--- config.mk ---
export PLATFORM = sky130hd
export DESIGN_NAME = noc_msg_parser
export DESIGN_NICKNAME = d
export VERILOG_FILES = /design/src/rtl/noc_msg_parser_pkg.sv /design/src/rtl/noc_msg_parser_payload_gather.sv /design/src/rtl/noc_msg_parser.sv
export SDC_FILE = /design/constraint.sdc
export NUM_CORES = 1
export LEC_CHECK = 0
export ABC_CLOCK_PERIOD_IN_PS = 3200
export BUFFER_PORTS_ARGS = -buffer_cell sky130_fd_sc_hd__buf_2
export CAP_MARGIN = 20
export CORE_AREA = 2 2 215 217
export CTS_CLUSTER_DIAMETER = 80
export DETAILED_ROUTE_END_ITERATION = 16
export DIE_AREA = 0 0 217 219
export PLACE_DENSITY = 0.73
export SETUP_SLACK_MARGIN = 0.15
export SLEW_MARGIN = 20
export SYNTH_ARGS = -nofsm -noshare
export SYNTH_HDL_FRONTEND = slang
export SYNTH_SLANG_ARGS = --single-unit
--- constraint.sdc ---
create_clock -name clk -period 3.2 [get_ports clk]
set_clock_uncertainty 0.2 [all_clocks]
set_input_delay 0 -clock clk [delete_from_list [all_inputs] [get_ports clk]]
set_output_delay 0 -clock clk [all_outputs]
set_load 0.01 [all_outputs]
--- src/rtl/noc_msg_parser_pkg.sv ---
// Shared definitions for the NoC message parser: state encodings and the OpenPiton
// header field positions (mirroring the define.tmp.h NoC slice macros).
package noc_msg_parser_pkg;

  localparam int NOC_DATA_WIDTH = 64;
  localparam int PHY_ADDR_WIDTH = 40;
  localparam int HDR_FLITS      = 3;
  localparam int CNT_W          = 5;

  localparam logic [2:0] PARSER_HDR0    = 3'd0;
  localparam logic [2:0] PARSER_HDR1    = 3'd1;
  localparam logic [2:0] PARSER_HDR2    = 3'd2;
  localparam logic [2:0] PARSER_PAYLOAD = 3'd3;
  localparam logic [2:0] PARSER_OUT     = 3'd4;

  // Flit 0
  localparam int MSG_LENGTH_LO = 22;
  localparam int MSG_TYPE_HI   = 21;
  localparam int MSG_TYPE_LO   = 14;
  localparam int MSG_MSHRID_HI = 13;
  localparam int MSG_MSHRID_LO = 6;
  // Flit 1
  localparam int MSG_ADDR_HI   = PHY_ADDR_WIDTH - 1;
  localparam int MSG_ADDR_LO   = 0;
  // Flit 2
  localparam int MSG_SRC_CHIPID_HI = 63;
  localparam int MSG_SRC_CHIPID_LO = 50;
  localparam int MSG_SRC_X_HI      = 49;
  localparam int MSG_SRC_X_LO      = 42;
  localparam int MSG_SRC_Y_HI      = 41;
  localparam int MSG_SRC_Y_LO      = 34;
  localparam int MSG_SRC_FBITS_HI  = 33;
  localparam int MSG_SRC_FBITS_LO  = 30;

  // Number of payload flits that will actually be stored for a given length.
  function automatic logic [3:0] payload_cnt_f(input logic [3:0] len, input logic [3:0] max_pl);
    if (len < 4'd2)
      return 4'd0;
    else if ((len - 4'd2) > max_pl)
      return max_pl;
    else
      return len - 4'd2;
  endfunction

endpackage

--- src/rtl/noc_msg_parser_payload_gather.sv ---
// Payload slot bank: MAX_PAYLOAD flit-wide registers with an indexed write and a
// synchronous clear that takes priority over the write.
module noc_payload_gather
  import noc_msg_parser_pkg::*;
#(
  parameter int MAX_PAYLOAD = 6,
  parameter int W           = NOC_DATA_WIDTH,
  parameter int IDX_W       = CNT_W
) (
  input  logic                     clk,
  input  logic                     rst_n,
  input  logic                     clr,
  input  logic                     wr_en,
  input  logic [IDX_W-1:0]         wr_idx,
  input  logic [W-1:0]             wr_data,
  output logic [MAX_PAYLOAD*W-1:0] payload
);

  genvar gi;
  generate
    for (gi = 0; gi < MAX_PAYLOAD; gi++) begin : g_slot
      logic [W-1:0] slot_q;
      logic [W-1:0] slot_d;

      always_comb begin
        slot_d = slot_q;
        if (clr)
          slot_d = '0;
        else if (wr_en && (wr_idx == IDX_W'(gi)))
          slot_d = wr_data;
      end

      always_ff @(posedge clk or negedge rst_n) begin
        if (!rst_n)
          slot_q <= '0;
        else
          slot_q <= slot_d;
      end

      assign payload[gi*W +: W] = slot_q;
    end
  endgenerate

endmodule

--- src/rtl/noc_msg_parser.sv ---
// Parses an OpenPiton NoC message (3 header flits + payload) into one wide request.
// Optional length checking and the req_err port are enabled by MSG_PARSER_ERR_EN.
module noc_msg_parser
  import noc_msg_parser_pkg::*;
#(
  parameter int MAX_PAYLOAD = 6
) (
  input  logic                                  clk,
  input  logic                                  rst_n,
  input  logic [NOC_DATA_WIDTH-1:0]             flit_in,
  input  logic                                  flit_valid,
  output logic                                  flit_ready,
  output logic                                  req_valid,
  input  logic                                  req_ready,
  output logic [7:0]                            req_type,
  output logic [7:0]                            req_mshrid,
  output logic [PHY_ADDR_WIDTH-1:0]             req_addr,
  output logic [13:0]                           req_src_chipid,
  output logic [7:0]                            req_src_x,
  output logic [7:0]                            req_src_y,
  output logic [3:0]                            req_src_fbits,
  output logic [3:0]                            req_payload_cnt,
  output logic [MAX_PAYLOAD*NOC_DATA_WIDTH-1:0] req_payload
`ifdef MSG_PARSER_ERR_EN
  ,
  output logic                                  req_err
`endif
);

  logic [2:0]                state_q, state_d;
  logic [CNT_W-1:0]          flit_cnt_q, flit_cnt_d;
  logic [3:0]                len_q, len_d;
  logic [7:0]                type_q, type_d;
  logic [7:0]                mshrid_q, mshrid_d;
  logic [PHY_ADDR_WIDTH-1:0] addr_q, addr_d;
  logic [13:0]               chipid_q, chipid_d;
  logic [7:0]                src_x_q, src_x_d;
  logic [7:0]                src_y_q, src_y_d;
  logic [3:0]                fbits_q, fbits_d;
  logic [3:0]                pcnt_q, pcnt_d;

  logic             flit_acc, req_acc;
  logic [3:0]       len_in;
  logic [CNT_W-1:0] pay_idx;
  logic             gather_clr, gather_wr;

  assign flit_ready = (state_q != PARSER_OUT);
  assign req_valid  = (state_q == PARSER_OUT);
  assign flit_acc   = flit_valid && flit_ready;
  assign req_acc    = req_valid && req_ready;
  assign len_in     = flit_in[MSG_LENGTH_LO +: 4];
  assign pay_idx    = flit_cnt_q - CNT_W'(HDR_FLITS);

  always_comb begin
    state_d    = state_q;
    flit_cnt_d = flit_cnt_q;
    len_d      = len_q;
    type_d     = type_q;
    mshrid_d   = mshrid_q;
    addr_d     = addr_q;
    chipid_d   = chipid_q;
    src_x_d    = src_x_q;
    src_y_d    = src_y_q;
    fbits_d    = fbits_q;
    pcnt_d     = pcnt_q;
    gather_clr = 1'b0;
    gather_wr  = 1'b0;
    case (state_q)
      PARSER_HDR0: if (flit_acc) begin
        type_d     = flit_in[MSG_TYPE_HI:MSG_TYPE_LO];
        mshrid_d   = flit_in[MSG_MSHRID_HI:MSG_MSHRID_LO];
        len_d      = len_in;
        pcnt_d     = payload_cnt_f(len_in, 4'(MAX_PAYLOAD));
        // A new message must never expose fields left over from the previous one.
        addr_d     = '0;
        chipid_d   = '0;
        src_x_d    = '0;
        src_y_d    = '0;
        fbits_d    = '0;
        gather_clr = 1'b1;
        flit_cnt_d = CNT_W'(1);
        state_d    = (len_in == 4'd0) ? PARSER_OUT : PARSER_HDR1;
      end
      PARSER_HDR1: if (flit_acc) begin
        addr_d     = flit_in[MSG_ADDR_HI:MSG_ADDR_LO];
        flit_cnt_d = CNT_W'(2);
        state_d    = (len_q == 4'd1) ? PARSER_OUT : PARSER_HDR2;
      end
      PARSER_HDR2: if (flit_acc) begin
        chipid_d   = flit_in[MSG_SRC_CHIPID_HI:MSG_SRC_CHIPID_LO];
        src_x_d    = flit_in[MSG_SRC_X_HI:MSG_SRC_X_LO];
        src_y_d    = flit_in[MSG_SRC_Y_HI:MSG_SRC_Y_LO];
        fbits_d    = flit_in[MSG_SRC_FBITS_HI:MSG_SRC_FBITS_LO];
        flit_cnt_d = CNT_W'(3);
        state_d    = (len_q == 4'd2) ? PARSER_OUT : PARSER_PAYLOAD;
      end
      PARSER_PAYLOAD: if (flit_acc) begin
        // Flits beyond the slot bank are drained but not stored.
        gather_wr  = (pay_idx < CNT_W'(MAX_PAYLOAD));
        flit_cnt_d = flit_cnt_q + CNT_W'(1);
        if (flit_cnt_q == {1'b0, len_q})
          state_d = PARSER_OUT;
      end
      PARSER_OUT: if (req_acc) begin
        state_d    = PARSER_HDR0;
        flit_cnt_d = '0;
      end
      default: state_d = PARSER_HDR0;
    endcase
  end

  always_ff @(posedge clk or negedge rst_n) begin
    if (!rst_n) begin
      state_q    <= PARSER_HDR0;
      flit_cnt_q <= '0;
      len_q      <= '0;
      type_q     <= '0;
      mshrid_q   <= '0;
      addr_q     <= '0;
      chipid_q   <= '0;
      src_x_q    <= '0;
      src_y_q    <= '0;
      fbits_q    <= '0;
      pcnt_q     <= '0;
    end else begin
      state_q    <= state_d;
      flit_cnt_q <= flit_cnt_d;
      len_q      <= len_d;
      type_q     <= type_d;
      mshrid_q   <= mshrid_d;
      addr_q     <= addr_d;
      chipid_q   <= chipid_d;
      src_x_q    <= src_x_d;
      src_y_q    <= src_y_d;
      fbits_q    <= fbits_d;
      pcnt_q     <= pcnt_d;
    end
  end

  noc_payload_gather #(
    .MAX_PAYLOAD (MAX_PAYLOAD),
    .W           (NOC_DATA_WIDTH),
    .IDX_W       (CNT_W)
  ) u_gather (
    .clk     (clk),
    .rst_n   (rst_n),
    .clr     (gather_clr),
    .wr_en   (gather_wr),
    .wr_idx  (pay_idx),
    .wr_data (flit_in),
    .payload (req_payload)
  );

  assign req_type        = type_q;
  assign req_mshrid      = mshrid_q;
  assign req_addr        = addr_q;
  assign req_src_chipid  = chipid_q;
  assign req_src_x       = src_x_q;
  assign req_src_y       = src_y_q;
  assign req_src_fbits   = fbits_q;
  assign req_payload_cnt = pcnt_q;

`ifdef MSG_PARSER_ERR_EN
  logic err_q, err_d;
  logic [3:0] len_final;

  // The length that governs this message: live flit on a single-flit message, latched otherwise.
  assign len_final = (state_q == PARSER_HDR0) ? len_in : len_q;

  always_comb begin
    err_d = err_q;
    if (req_acc)
      err_d = 1'b0;
    else if ((state_q != PARSER_OUT) && (state_d == PARSER_OUT))
      err_d = (len_final < 4'd2) || (int'(len_final) > 2 + MAX_PAYLOAD);
  end

  always_ff @(posedge clk or negedge rst_n) begin
    if (!rst_n)
      err_q <= 1'b0;
    else
      err_q <= err_d;
  end

  assign req_err = err_q;
`endif

endmodule
# After elaboration in Yosys (flattened, before gate mapping)
# Cells that the tools add are included.
dict set report op_classes {
  n_eq_ne 19
  mul 0
  n_reduce_logical 25
  bitwise 0
  addsub 3
  muxes 48
  n_shift 0
  n_lt_le_gt_ge 3
  n_div 0
}
# cell n
set op_table {}
lappend op_table {{64-bit 2-to-1 mux} 12}
lappend op_table {{40-bit 2-to-1 mux} 2}
lappend op_table {{40-bit case mux with 2 select lines} 1}
lappend op_table {{8-bit case mux with 2 select lines} 2}
lappend op_table {{14-bit 2-to-1 mux} 2}
lappend op_table {{14-bit case mux with 2 select lines} 1}
lappend op_table {{3-bit 2-to-1 mux} 9}
lappend op_table {{5-bit 2-to-1 mux} 5}
lappend op_table {{5-bit case mux with 5 select lines} 1}
lappend op_table {{8-bit 2-to-1 mux} 3}
lappend op_table {{4-bit 2-to-1 mux} 4}
lappend op_table {{2-bit nonzero test} 8}
lappend op_table {{3-bit case mux with 5 select lines} 1}
lappend op_table {{6-bit AND reduction} 2}
lappend op_table {{5-bit by 2-bit equality test with 1-bit output (second input constant)} 2}
lappend op_table {{5-bit by 3-bit equality test with 1-bit output (second input constant)} 2}
lappend op_table {{2-bit inequality test (second input constant)} 5}
lappend op_table {{1-bit logical AND} 8}
lappend op_table {{4-bit case mux with 2 select lines} 1}
lappend op_table {{3-bit by 2-bit equality test with 1-bit output (second input constant)} 2}
lappend op_table {{3-bit AND reduction} 2}
lappend op_table {{5-bit by 1-bit adder with 5-bit output (second input constant)} 1}
lappend op_table {{5-bit by 1-bit equality test with 1-bit output (second input constant)} 1}
lappend op_table {{5-bit by 4-bit equality test with 1-bit output} 1}
lappend op_table {{17 further kinds} 20}
dict set report word_totals {
  elab_cells 115
  ramBits 0
  n_memories 0
  mem_bits_ro 0
  in_bits 68
  ff_bits 490
  latchBits 0
}

# Depth between registers and ports, before layout
# Gate-level depths: netlist (run 1).
dict set report logic_depth {
  ltp_word 7
  ltp_mapped 8
}

# Modules after synthesis
# Synthesis (run 1) repeated with hierarchy kept, for this count alone.
dict set report unflattened {
  cells_unflattened 1710
  area_unflattened_um2 21237.9
}
# module seq_area_each_um2 n_inst area_per_inst_um2 cells_each
set by_module_without_submodules {}
lappend by_module_without_submodules {noc_payload_gather 9609.2 1 16801.1 1318}
lappend by_module_without_submodules {noc_msg_parser 2652.5 1 4436.8 392}

# Least setup slack after synthesis (run 1)
# No wires, ideal clock.
dict set report synth_path {
  path_type {reg-to-reg}
  startpoint {reg flit_cnt_q[0]}
  endpoint {reg u_gather.g_slot[5].slot_q[10]}
  required_ns 2.921
  path_stages_with_launch 9
  synth_period_minus_slack_ns 2.269
  arrival_time_ns 1.990
  slack_ns 0.931
  n_path_buf 3
  path_cell_list {dfrtp_1 ha_1 buf_2 or4_4 and3_1 nand3_1 buf_6 buf_8 mux2i_1}
}
dict set report synth_between {
  elab_chain_cells 6
  elab_cells_between_ends 7
  classes_between {1 x add/sub; 1 x order compare; 1 x eq/ne; 2 x mux; 2 x reduce/logical}
}
# element line
set synth_lines {}
lappend synth_lines {{from (decl)} noc_msg_parser.sv:31} ;# logic [CNT_W-1:0] flit_cnt_q, flit_cnt_d;
lappend synth_lines {{from (signal assigned)} noc_msg_parser.sv:127} ;# flit_cnt_q <= flit_cnt_d;
lappend synth_lines {{5-bit by 2-bit subtractor with 5-bit output (*)} noc_msg_parser.sv:52} ;# assign pay_idx = flit_cnt_q - CNT_W'(HDR_FLITS);
lappend synth_lines {{5-bit by 3-bit < comparator with 1-bit output} noc_msg_parser.sv:99} ;# gather_wr = (pay_idx < CNT_W'(MAX_PAYLOAD));
lappend synth_lines {{1-bit 2-to-1 mux} noc_msg_parser.sv:97} ;# PARSER_PAYLOAD: if (flit_acc) begin
lappend synth_lines {{1-bit 2-to-1 mux} noc_msg_parser.sv:68} ;# case (state_q)
lappend synth_lines {{1-bit logical AND (*)} noc_msg_parser_payload_gather.sv:29} ;# else if (wr_en && (wr_idx == IDX_W'(gi)))
lappend synth_lines {{2-bit nonzero test (no source line) (*)} --}
lappend synth_lines {{to (signal assigned)} noc_msg_parser_payload_gather.sv:37} ;# slot_q <= slot_d;
lappend synth_lines {{to (decl)} noc_msg_parser_payload_gather.sv:22} ;# logic [W-1:0] slot_q;
# Every way passes the cells marked *; elsewhere a longest branch is shown, timed or not.
# A chain may end at the register's enable or synchronous reset.

# Worst setup path after layout (run 1)
dict set report layout_path {
  startpoint {reg flit_cnt_q[0]}
  endpoint {reg u_gather.g_slot[0].slot_q[60]}
}
dict set report layout_between {
  elab_chain_cells 6
  elab_cells_between_ends 7
  classes_between {1 x add/sub; 1 x order compare; 2 x mux; 3 x reduce/logical}
}
# element line
set layout_lines {}
lappend layout_lines {{5-bit by 2-bit subtractor with 5-bit output (*)} noc_msg_parser.sv:52}
lappend layout_lines {{5-bit by 3-bit < comparator with 1-bit output} noc_msg_parser.sv:99}
lappend layout_lines {{1-bit 2-to-1 mux} noc_msg_parser.sv:97}
lappend layout_lines {{1-bit 2-to-1 mux} noc_msg_parser.sv:68}
lappend layout_lines {{1-bit logical AND (*)} noc_msg_parser_payload_gather.sv:29}
lappend layout_lines {{2-bit nonzero test (no source line) (*)} --}
lappend layout_lines {{to (signal assigned)} noc_msg_parser_payload_gather.sv:37}
lappend layout_lines {{to (decl)} noc_msg_parser_payload_gather.sv:22}
# Marked as above.

==> summary.md, run 1 <==
Number of diodes: 0. The initial antenna violation count is 0. The run gives 0 as the number of violations of the max-capacitance limit. The run gives 0.0451 mm2 as the standard cell core area. The share of Yosys cell area claimed by the top area cell type is 59.5%.

The worst endpoint required time was 3.49 ns; the total routed wire length on the met1 layer was 25100 um. After detailed routing, the average wire length per cell comes to 20.8 um. Setup violation total in the final timing report: 0. The run gives 0 as the number of buffers inserted to repair setup after CTS.

The path class of the lowest-slack min-delay path was primary input to register. For the overall global routing resource usage, the log shows 26.9%. Setup repair after global routing left no endpoint under its margin.

Synthesis instantiated 49 different standard cells from the library. The largest individual stage delay along the critical path comes from the cell sky130_fd_sc_hd__dfrtp_1. The largest single stage delay on the critical path is 0.60 ns. Wire segments on met2 add up to 31600 um in the final route. The run gives 0 as the total count of hold-check failures in the final report. Worst-case hold path end point: req_addr[31]$_DFFE_PN0P_. The logs give 1860 for the number of standard cells after synthesis and 4960 um for the routed length on met3. For this configuration, the core starts out at a cell density of 45.7%. The tools report the number of rows in the core area as 78. The worst slew slack as a fraction of its limit is 52.2%. The worst setup path is of the register to register kind. Largest fanout on the critical path: 13. The critical path goes through ha_2 > nand2_1 > a2111oi_4 > buf_4 > o21ai_4 > buf_4 > mux2i_1. The leading area contributor after synthesis was sky130_fd_sc_hd__dfrtp_1. From synthesis to final layout, the design area changed by 29.3%. After filler insertion, the fill cell instance count of the layout stands at 3685. For this run, design rule violations remaining after detail routing come to 0.

STA classifies the critical path startpoint as a register. The remaining global-route overflow was 0. For the peak supply drop, the log shows 466 uV. The first global-routing pass estimated 98400 um of wire. After detailed routing, the total wire length is 64500 um. The run gives 0.849 as the placer congestion estimate. For this run, asynchronously set or reset flops after synthesis account for 100%.

Measured in cells, the most critical reg-to-reg path has a length of 7. The routed layout has 16400 vias. The remaining antenna violation count came out at 0. After synthesis, the cell types taking the most area are sky130_fd_sc_hd__dfrtp_1 60%, sky130_fd_sc_hd__mux2i_1 19%, sky130_fd_sc_hd__nand2_1 11%. The floorplan step set the die height to 219 um. Total die area: 0.0475 mm2.

The tools report the reg-to-reg endpoint as u_gather.g_slot[0].slot_q[60]$_DFFE_PN0P_. The count of port buffers added during placement is 547, and the number of global-route vias before repair is 16700. For the arrival time at the worst endpoint, the log shows 3.12 ns.

Yosys printed 0 warnings. The total power divided by cell area is 681 mW/mm2, and the clock input transition at the sequential cells of the worst setup and hold paths is 0.06 ns. The number of nets in the synthesized netlist is 1934.

Summed over all nets, the half-perimeter wirelength after detailed placement is 43700 um. Summing all multi-input logic gate instances after layout gives 0.00742 mm2. The via-per-instance ratio was 5.28.

The flip-flop and latch count after synthesis was 490; the final critical-path share of the clock period was 88.2%. After synthesis the cells add up to 0.0206 mm2. The footprint of the flip-flops and latches came out at 0.0123 mm2. Among all flip-flop cells after synthesis, the most frequent one is sky130_fd_sc_hd__dfrtp_1. The setup slack of the worst register-to-register path came out at 0.38 ns. The share of layout cells above drive strength 1 is 28.1%. The tools report the clock root buffer master as sky130_fd_sc_hd__clkbuf_16. The overall power consumption was 18.1 mW; the minimum period implied by the final worst setup slack was 2.82 ns. Before antenna repair, the detailed router went through 5 iterations. Entering global routing, the biggest net connects 106 pins.

At the pin with the least slew margin, the transition time is 0.714 ns. For this design, the sink count on the clock tree is 490. The tools report the achievable frequency as 354 MHz.

Among the stages of the critical path, the cell type that occurs most often is sky130_fd_sc_hd__buf_4. The flow ran to the end, and the final reports show no timing, DRC or antenna violations. After the first detailed-routing iteration, the DRC count stood at 1173. The startpoint of the most critical hold path was flit_in[31]. After detailed routing, no signal wire sits above met4. In this run, synthesis inferred 0 flip-flops with an integrated enable.

The die outline width was 217 um; the count of H-tree levels built during CTS was 2. The tools report the launching point of the worst reg2reg path as flit_cnt_q[0]$_DFFE_PN0P_. The logs give 51 for the number of buffers inserted during clock tree synthesis and 59.5% for the fraction of the yosys area taken by sequential cells. The worst hold path was traced through 4 stages. In this run the mean area of a mapped cell was 11.1 um2. TritonCTS built the clock tree.

The logs give 0.59 ns for the later-pin clock latency in the skew report and 548 for the count of pins on the block boundary. Summed over all cells, the static leakage comes to 16.4 nW. In the final design database the tool counted 2534 nets. The final count of pins violating max slew came out at 0. STA classifies the critical path endpoint as a register. Adding up every negative setup slack in the final design gives 0 ns. The deepest clock path buffer count is 3.
## repair_timing
action / CTS / global route
gates resized for setup: 0 / 1
hold endpoints to repair: 967 / 0
setup endpoints to repair: 0 / 1
hold buffers: 80 / 0
## layout by cell type (no fill, tap or decap), types with 5 or more instances in the layout
master / n
sky130_fd_sc_hd__a21oi_1: 5
sky130_fd_sc_hd__buf_12: 22
sky130_fd_sc_hd__buf_2: 546
sky130_fd_sc_hd__buf_4: 28
sky130_fd_sc_hd__bufinv_16: 6
sky130_fd_sc_hd__clkbuf_1: 12
sky130_fd_sc_hd__clkbuf_16: 52
sky130_fd_sc_hd__clkbuf_8: 12
sky130_fd_sc_hd__clkinv_2: 6
sky130_fd_sc_hd__dfrtp_1: 488
sky130_fd_sc_hd__dlygate4sd3_1: 79
sky130_fd_sc_hd__ha_1: 5
sky130_fd_sc_hd__inv_1: 51
sky130_fd_sc_hd__mux2i_1: 385
sky130_fd_sc_hd__nand2_1: 622
sky130_fd_sc_hd__o21ai_0: 98
sky130_fd_sc_hd__xor2_1: 5
## area by class of cell
type,count,area share [%]
clock buffers,76,5.68
clock inverters,18,1.02
inverters,51,0.719
multi-input cells,1189,27.9
flip-flops and latches,490,46.1
well taps,600,2.82
repair buffers,677,15.8
## flip-flops by register name, indices dropped and copies added, names as in the netlist
| name | count |
|---|---|
| req_type | 8 |
| req_payload_cnt | 4 |
| req_src_chipid | 14 |
| u_gather.g_slot.slot_q | 384 |
| state_q | 3 |
| req_src_x | 8 |
| req_src_y | 8 |
| len_q | 4 |
| req_addr | 40 |
| req_mshrid | 8 |
| req_src_fbits | 4 |
| flit_cnt_q | 5 |
## cell families (layout without fill, tap and decap cells)
family | Yosys count | in the layout | share of synthesized area, %
compound gates | 128 | 128 | 3.54
flops | 490 | 490 | 59.5
buf+inv | 181 | 822 | 4.83
xor+xnor | 7 | 7 | 0.298
mux | 388 | 388 | 18.9
simple gates | 660 | 660 | 12.6
fa+ha+maj | 6 | 6 | 0.364
## power breakdown
| part | switching (mW) | internal [mW] |
|---|---|---|
| clock network | 2.51 | 3.76 |
| registers | 0.530 | 7.01 |
| logic | 2.87 | 1.45 |
| total | 5.91 | 12.2 |
## critical path: cells and delay by family, from the launching register on
kind	cells	cell delay (ns)
buffers and inverters	2	0.51
and+or+nand+nor	1	0.14
AOI/OAI and AO/OA	2	0.70
muxes	1	0.20
DFF	1	0.60
adders and majority gates	1	0.37
## through the flow
stage	cell area [um2]	hold slack (ns)	setup slack [ns]	utilization [%]	cells
global route	26600	0.0180	0.232	59.1	3101
floorplan	20600	-0.496	0.931	-	1860
detailed placement	24000	-0.128	0.307	53.3	2927
global placement	24000	-0.134	0.443	53.3	2927
CTS	26600	0.000246	0.279	59.1	3101
finish	26600	0.0318	0.378	59.1	3101
## how the worst max path moves through the flow
stage / cells past startpoint / start / endpoint / slack (ns)
2_1_floorplan: 8 / flit_cnt_q[0]$_DFFE_PN0P_ / u_gather.g_slot[5].slot_q[10]$_DFFE_PN0P_ / 0.93
3_3_place_gp: 7 / flit_cnt_q[0]$_DFFE_PN0P_ / u_gather.g_slot[0].slot_q[21]$_DFFE_PN0P_ / 0.44
3_5_place_dp: 7 / flit_cnt_q[0]$_DFFE_PN0P_ / u_gather.g_slot[0].slot_q[14]$_DFFE_PN0P_ / 0.31
4_1_cts: 7 / flit_cnt_q[0]$_DFFE_PN0P_ / u_gather.g_slot[0].slot_q[60]$_DFFE_PN0P_ / 0.28
5_1_grt: 7 / flit_cnt_q[0]$_DFFE_PN0P_ / u_gather.g_slot[0].slot_q[13]$_DFFE_PN0P_ / 0.23
6_report: 7 / flit_cnt_q[0]$_DFFE_PN0P_ / u_gather.g_slot[0].slot_q[60]$_DFFE_PN0P_ / 0.38
## layer usage
| layer | GRT usage (%) | vias to the layer above |
|---|---|---|
| li1 | - | 7296 |
| met1 | 33.1 | 8234 |
| met2 | 45.1 | 675 |
| met3 | 6.97 | 175 |
| met4 | 11.0 | 0 |
| met5 | 0 | - |
## synthesized netlist by cell type, types with 3 or more instances
cell type	n
sky130_fd_sc_hd__buf_1	6
sky130_fd_sc_hd__buf_2	13
sky130_fd_sc_hd__mux2i_1	385
sky130_fd_sc_hd__a21oi_1	5
sky130_fd_sc_hd__nand2_1	623
sky130_fd_sc_hd__ha_1	6
sky130_fd_sc_hd__a211oi_1	3
sky130_fd_sc_hd__nand3_1	6
sky130_fd_sc_hd__xor2_1	5
sky130_fd_sc_hd__inv_1	51
sky130_fd_sc_hd__o31ai_1	4
sky130_fd_sc_hd__nor3_1	4
sky130_fd_sc_hd__buf_6	20
sky130_fd_sc_hd__dfrtp_1	490
sky130_fd_sc_hd__nor2_1	4
sky130_fd_sc_hd__clkbuf_1	75
sky130_fd_sc_hd__mux2_2	3
sky130_fd_sc_hd__nor2b_1	3
sky130_fd_sc_hd__buf_8	12
sky130_fd_sc_hd__o21ai_0	99
sky130_fd_sc_hd__buf_4	4
sky130_fd_sc_hd__nand2b_1	6
(Power assumes the default switching activity.)
==> inputs of run 2 (changes only) <==
--- a/config.mk
+++ b/config.mk
@@ -5,7 +5,6 @@
 export SDC_FILE = /design/constraint.sdc
 export NUM_CORES = 1
 export LEC_CHECK = 0
-export ABC_CLOCK_PERIOD_IN_PS = 3200
 export BUFFER_PORTS_ARGS = -buffer_cell sky130_fd_sc_hd__buf_2
 export CAP_MARGIN = 20
 export CORE_AREA = 2 2 215 217
==> constraint.sdc (replaced) <==
create_clock -name clk -period 3.5 [get_ports clk]
set_clock_uncertainty 0.2 [all_clocks]
set_input_delay 0 -clock clk [delete_from_list [all_inputs] [get_ports clk]]
set_output_delay 0 -clock clk [all_outputs]
set_load 0.01 [all_outputs]
==> run 2 against run 1 <==
Compared with the run above: register-to-register slack gained 0.03 ns; worst hold slack gained 0.0077 ns; clock-buffer cell count grew 1; cell area down 1.0%; clock power down 8.0%; critical path depth shrank 1; via count decreased by 1.5%; die area unchanged; critical endpoint is now u_gather.g_slot[0].slot_q[29]$_DFFE_PN0P_.
==> summary.md, run 2 (synthesis results as in run 1) <==
The tools report the setup violation total in the final timing report as 0. The worst register-to-register path has a setup slack of 0.41 ns. The detail route stage leaves a number of antenna-violating nets equal to 0. TritonCTS built the clock tree. Setup repair after global routing left no endpoint under its margin. Dividing total power by cell area gives a power density of 625 mW/mm2. Die outline width: 217 um. The critical path start-end classification was register to register. The total count of hold-check failures in the final report was 0. The die covers 0.0475 mm2. The initial antenna violation count was 0. For the pin with the worst max-slew slack, the measured transition is 1.21 ns. The remaining global-route overflow is 0, and the area added between synthesis and finish is 28.0%. The half-perimeter wire length of the detailed placement result was 43000 um. The multi-input combinational cells in the finished layout cover a total of 0.00742 mm2. The tools report the total detailed-routing wirelength as 63400 um.

Port buffering added 547 buffers. The run gives 52 as the number of buffers inserted during clock tree synthesis. The flip-flop count of the largest register, all copies and words added came out at 384.

The maximum number of pins on one net before global-route repair came out at 225. Counting flops per register, the top entry is u_gather.g_slot.slot_q. In the final routed layout, each cell accounts on average for 20.6 um.

The deepest clock path buffer count was 3. Leaving out fill and tap cells, the most frequent cell in the layout is sky130_fd_sc_hd__nand2_1. The sequential cells in the finished layout cover a total of 0.0123 mm2.

In the final layout, the share of cells above drive strength 1 is 27.7%. The standard cell core area was 0.0451 mm2. In this run the core area contains 78 standard-cell rows. The final critical-path share of the clock period works out to 88.4%. Startpoint of the most critical hold path: flit_in[15].

The run gives 19.4% as the worst slew slack as a fraction of its limit. Clock latency on the worst-skew pair, taken at its later pin, is 0.57 ns. The first global-routing pass estimated 97700 um of wire. The placer congestion estimate was 0.874. Max-cap violations in this run came to 0.

For this run, the top clock speed supported by timing is 323 MHz. The path class of the lowest-slack min-delay path was primary input to register. Data on the critical path is required at its endpoint by 3.79 ns.

Adding up every negative setup slack in the final design gives 0 ns. The tools report the first-pass iteration count of the detailed router as 5. The number of diodes is 0, and the floorplan die height is 219 um. The library cells used most frequently in the layout, excluding fill and tap cells, are 622 x sky130_fd_sc_hd__nand2_1, 546 x sky130_fd_sc_hd__buf_2, 488 x sky130_fd_sc_hd__dfrtp_1, 385 x sky130_fd_sc_hd__mux2i_1, 98 x sky130_fd_sc_hd__o21ai_0. The overall global routing resource usage was 26.5%; the number of global-route vias before repair was 16800. The peak supply drop came out at 580 uV. For this design the static power due to leakage is 16.2 nW.

The final count of pins violating max slew is 0, and the overall power consumption is 16.5 mW. The quantity of gates resized following cts was 0; the clock input transition at the sequential cells of the worst setup and hold paths was 0.06 ns. The run finished with clean final reports. The tools report the category of the worst setup path capture point as a register. The clock tree synthesis step divided the H-tree into 2 levels. The startpoint identified for the worst register-to-register timing path is flit_cnt_q[0]$_DFFE_PN0P_. The largest fanout on the critical path is 21.

The filler cells instantiated in the layout total 3761. For this configuration, the core starts out at a cell density of 45.7%. For the initial detailed-routing violation count, the log shows 1401. The most critical setup path has its startpoint at flit_cnt_q[0]$_DFFE_PN0P_. CTS placed an instance of sky130_fd_sc_hd__clkbuf_16 at the clock tree root. For this design, the sink count on the clock tree is 490.

For the total DRC errors in the routed layout, the log shows 0. After layout, the minimum clock period comes to 3.09 ns. For this design the top-level I/O count stands at 548. The net count of the finished layout is 2512. STA classifies the critical path startpoint as a register. Summing over every cut layer, the via total after detailed routing is 16100. For the worst setup path, the data arrival time is 3.38 ns. The via-per-instance ratio was 5.24.
run 2: routing by layer:
layer | track usage [%] | share of wire, %
met5 | 0 | 0
met3 | 6.04 | 7.3
met1 | 33.0 | 40
met2 | 44.5 | 49
met4 | 11.1 | 4.1
run 2: critical path, cell delays in order (launching register included):
cell and delay, ns:
sky130_fd_sc_hd__dfrtp_1 0.62, sky130_fd_sc_hd__ha_1 0.42, sky130_fd_sc_hd__nand2_1 0.17, sky130_fd_sc_hd__a2111oi_4 0.63, sky130_fd_sc_hd__o21a_2 0.25, sky130_fd_sc_hd__buf_4 0.43
sky130_fd_sc_hd__mux2i_1 0.27
run 2: power breakdown:
part           leakage [nW]  total [mW]  internal (mW)  switching (mW)
Clock                 0.889        5.77           3.50            2.27
Sequential             6.73        6.90           6.41           0.496
Combinational          8.62        3.80           1.23            2.57
run 2: metrics by stage:
| stage | setup WS, ns | area [um2] | hold slack [ns] | instances | util [%] |
|---|---|---|---|---|---|
| final | 0.406 | 26400 | 0.0395 | 3078 | 58.5 |
| after global routing | 0.201 | 26400 | 0.0266 | 3078 | 58.5 |
| after floorplan | 1.23 | 20600 | -0.496 | 1860 | - |
| after CTS | 0.383 | 26400 | 0.000339 | 3078 | 58.5 |
| after detailed placement | 0.433 | 23800 | -0.0693 | 2911 | 52.9 |
| after global placement | 0.573 | 23800 | -0.0722 | 2911 | 52.9 |
run 2: final cells by class:
type	instances	share of cell area, %
clock buffers	77	5.87
clock inverters	17	0.968
inverters	51	0.726
multi-input cells	1189	28.2
flip-flops and latches	490	46.5
well taps	600	2.85
repair buffers	654	14.9
run 2: worst paths after layout:
kind                                                             end  cells past startpoint
hold / removal                              req_addr[15]$_DFFE_PN0P_                      4
setup / recovery           u_gather.g_slot[0].slot_q[29]$_DFFE_PN0P_                      6
setup reg to reg           u_gather.g_slot[0].slot_q[29]$_DFFE_PN0P_                      6
max in group asynchronous   u_gather.g_slot[1].slot_q[2]$_DFFE_PN0P_                      4
hold reg to reg                             req_src_y[5]$_DFFE_PN0P_                      2
min in group asynchronous  u_gather.g_slot[1].slot_q[20]$_DFFE_PN0P_                      3
run 2: what timing repair did:
item	in CTS	in global routing
buffers inserted	0	0
endpoints found under the hold margin	915	0
hold buffers	73	0
setup endpoints to repair	0	0
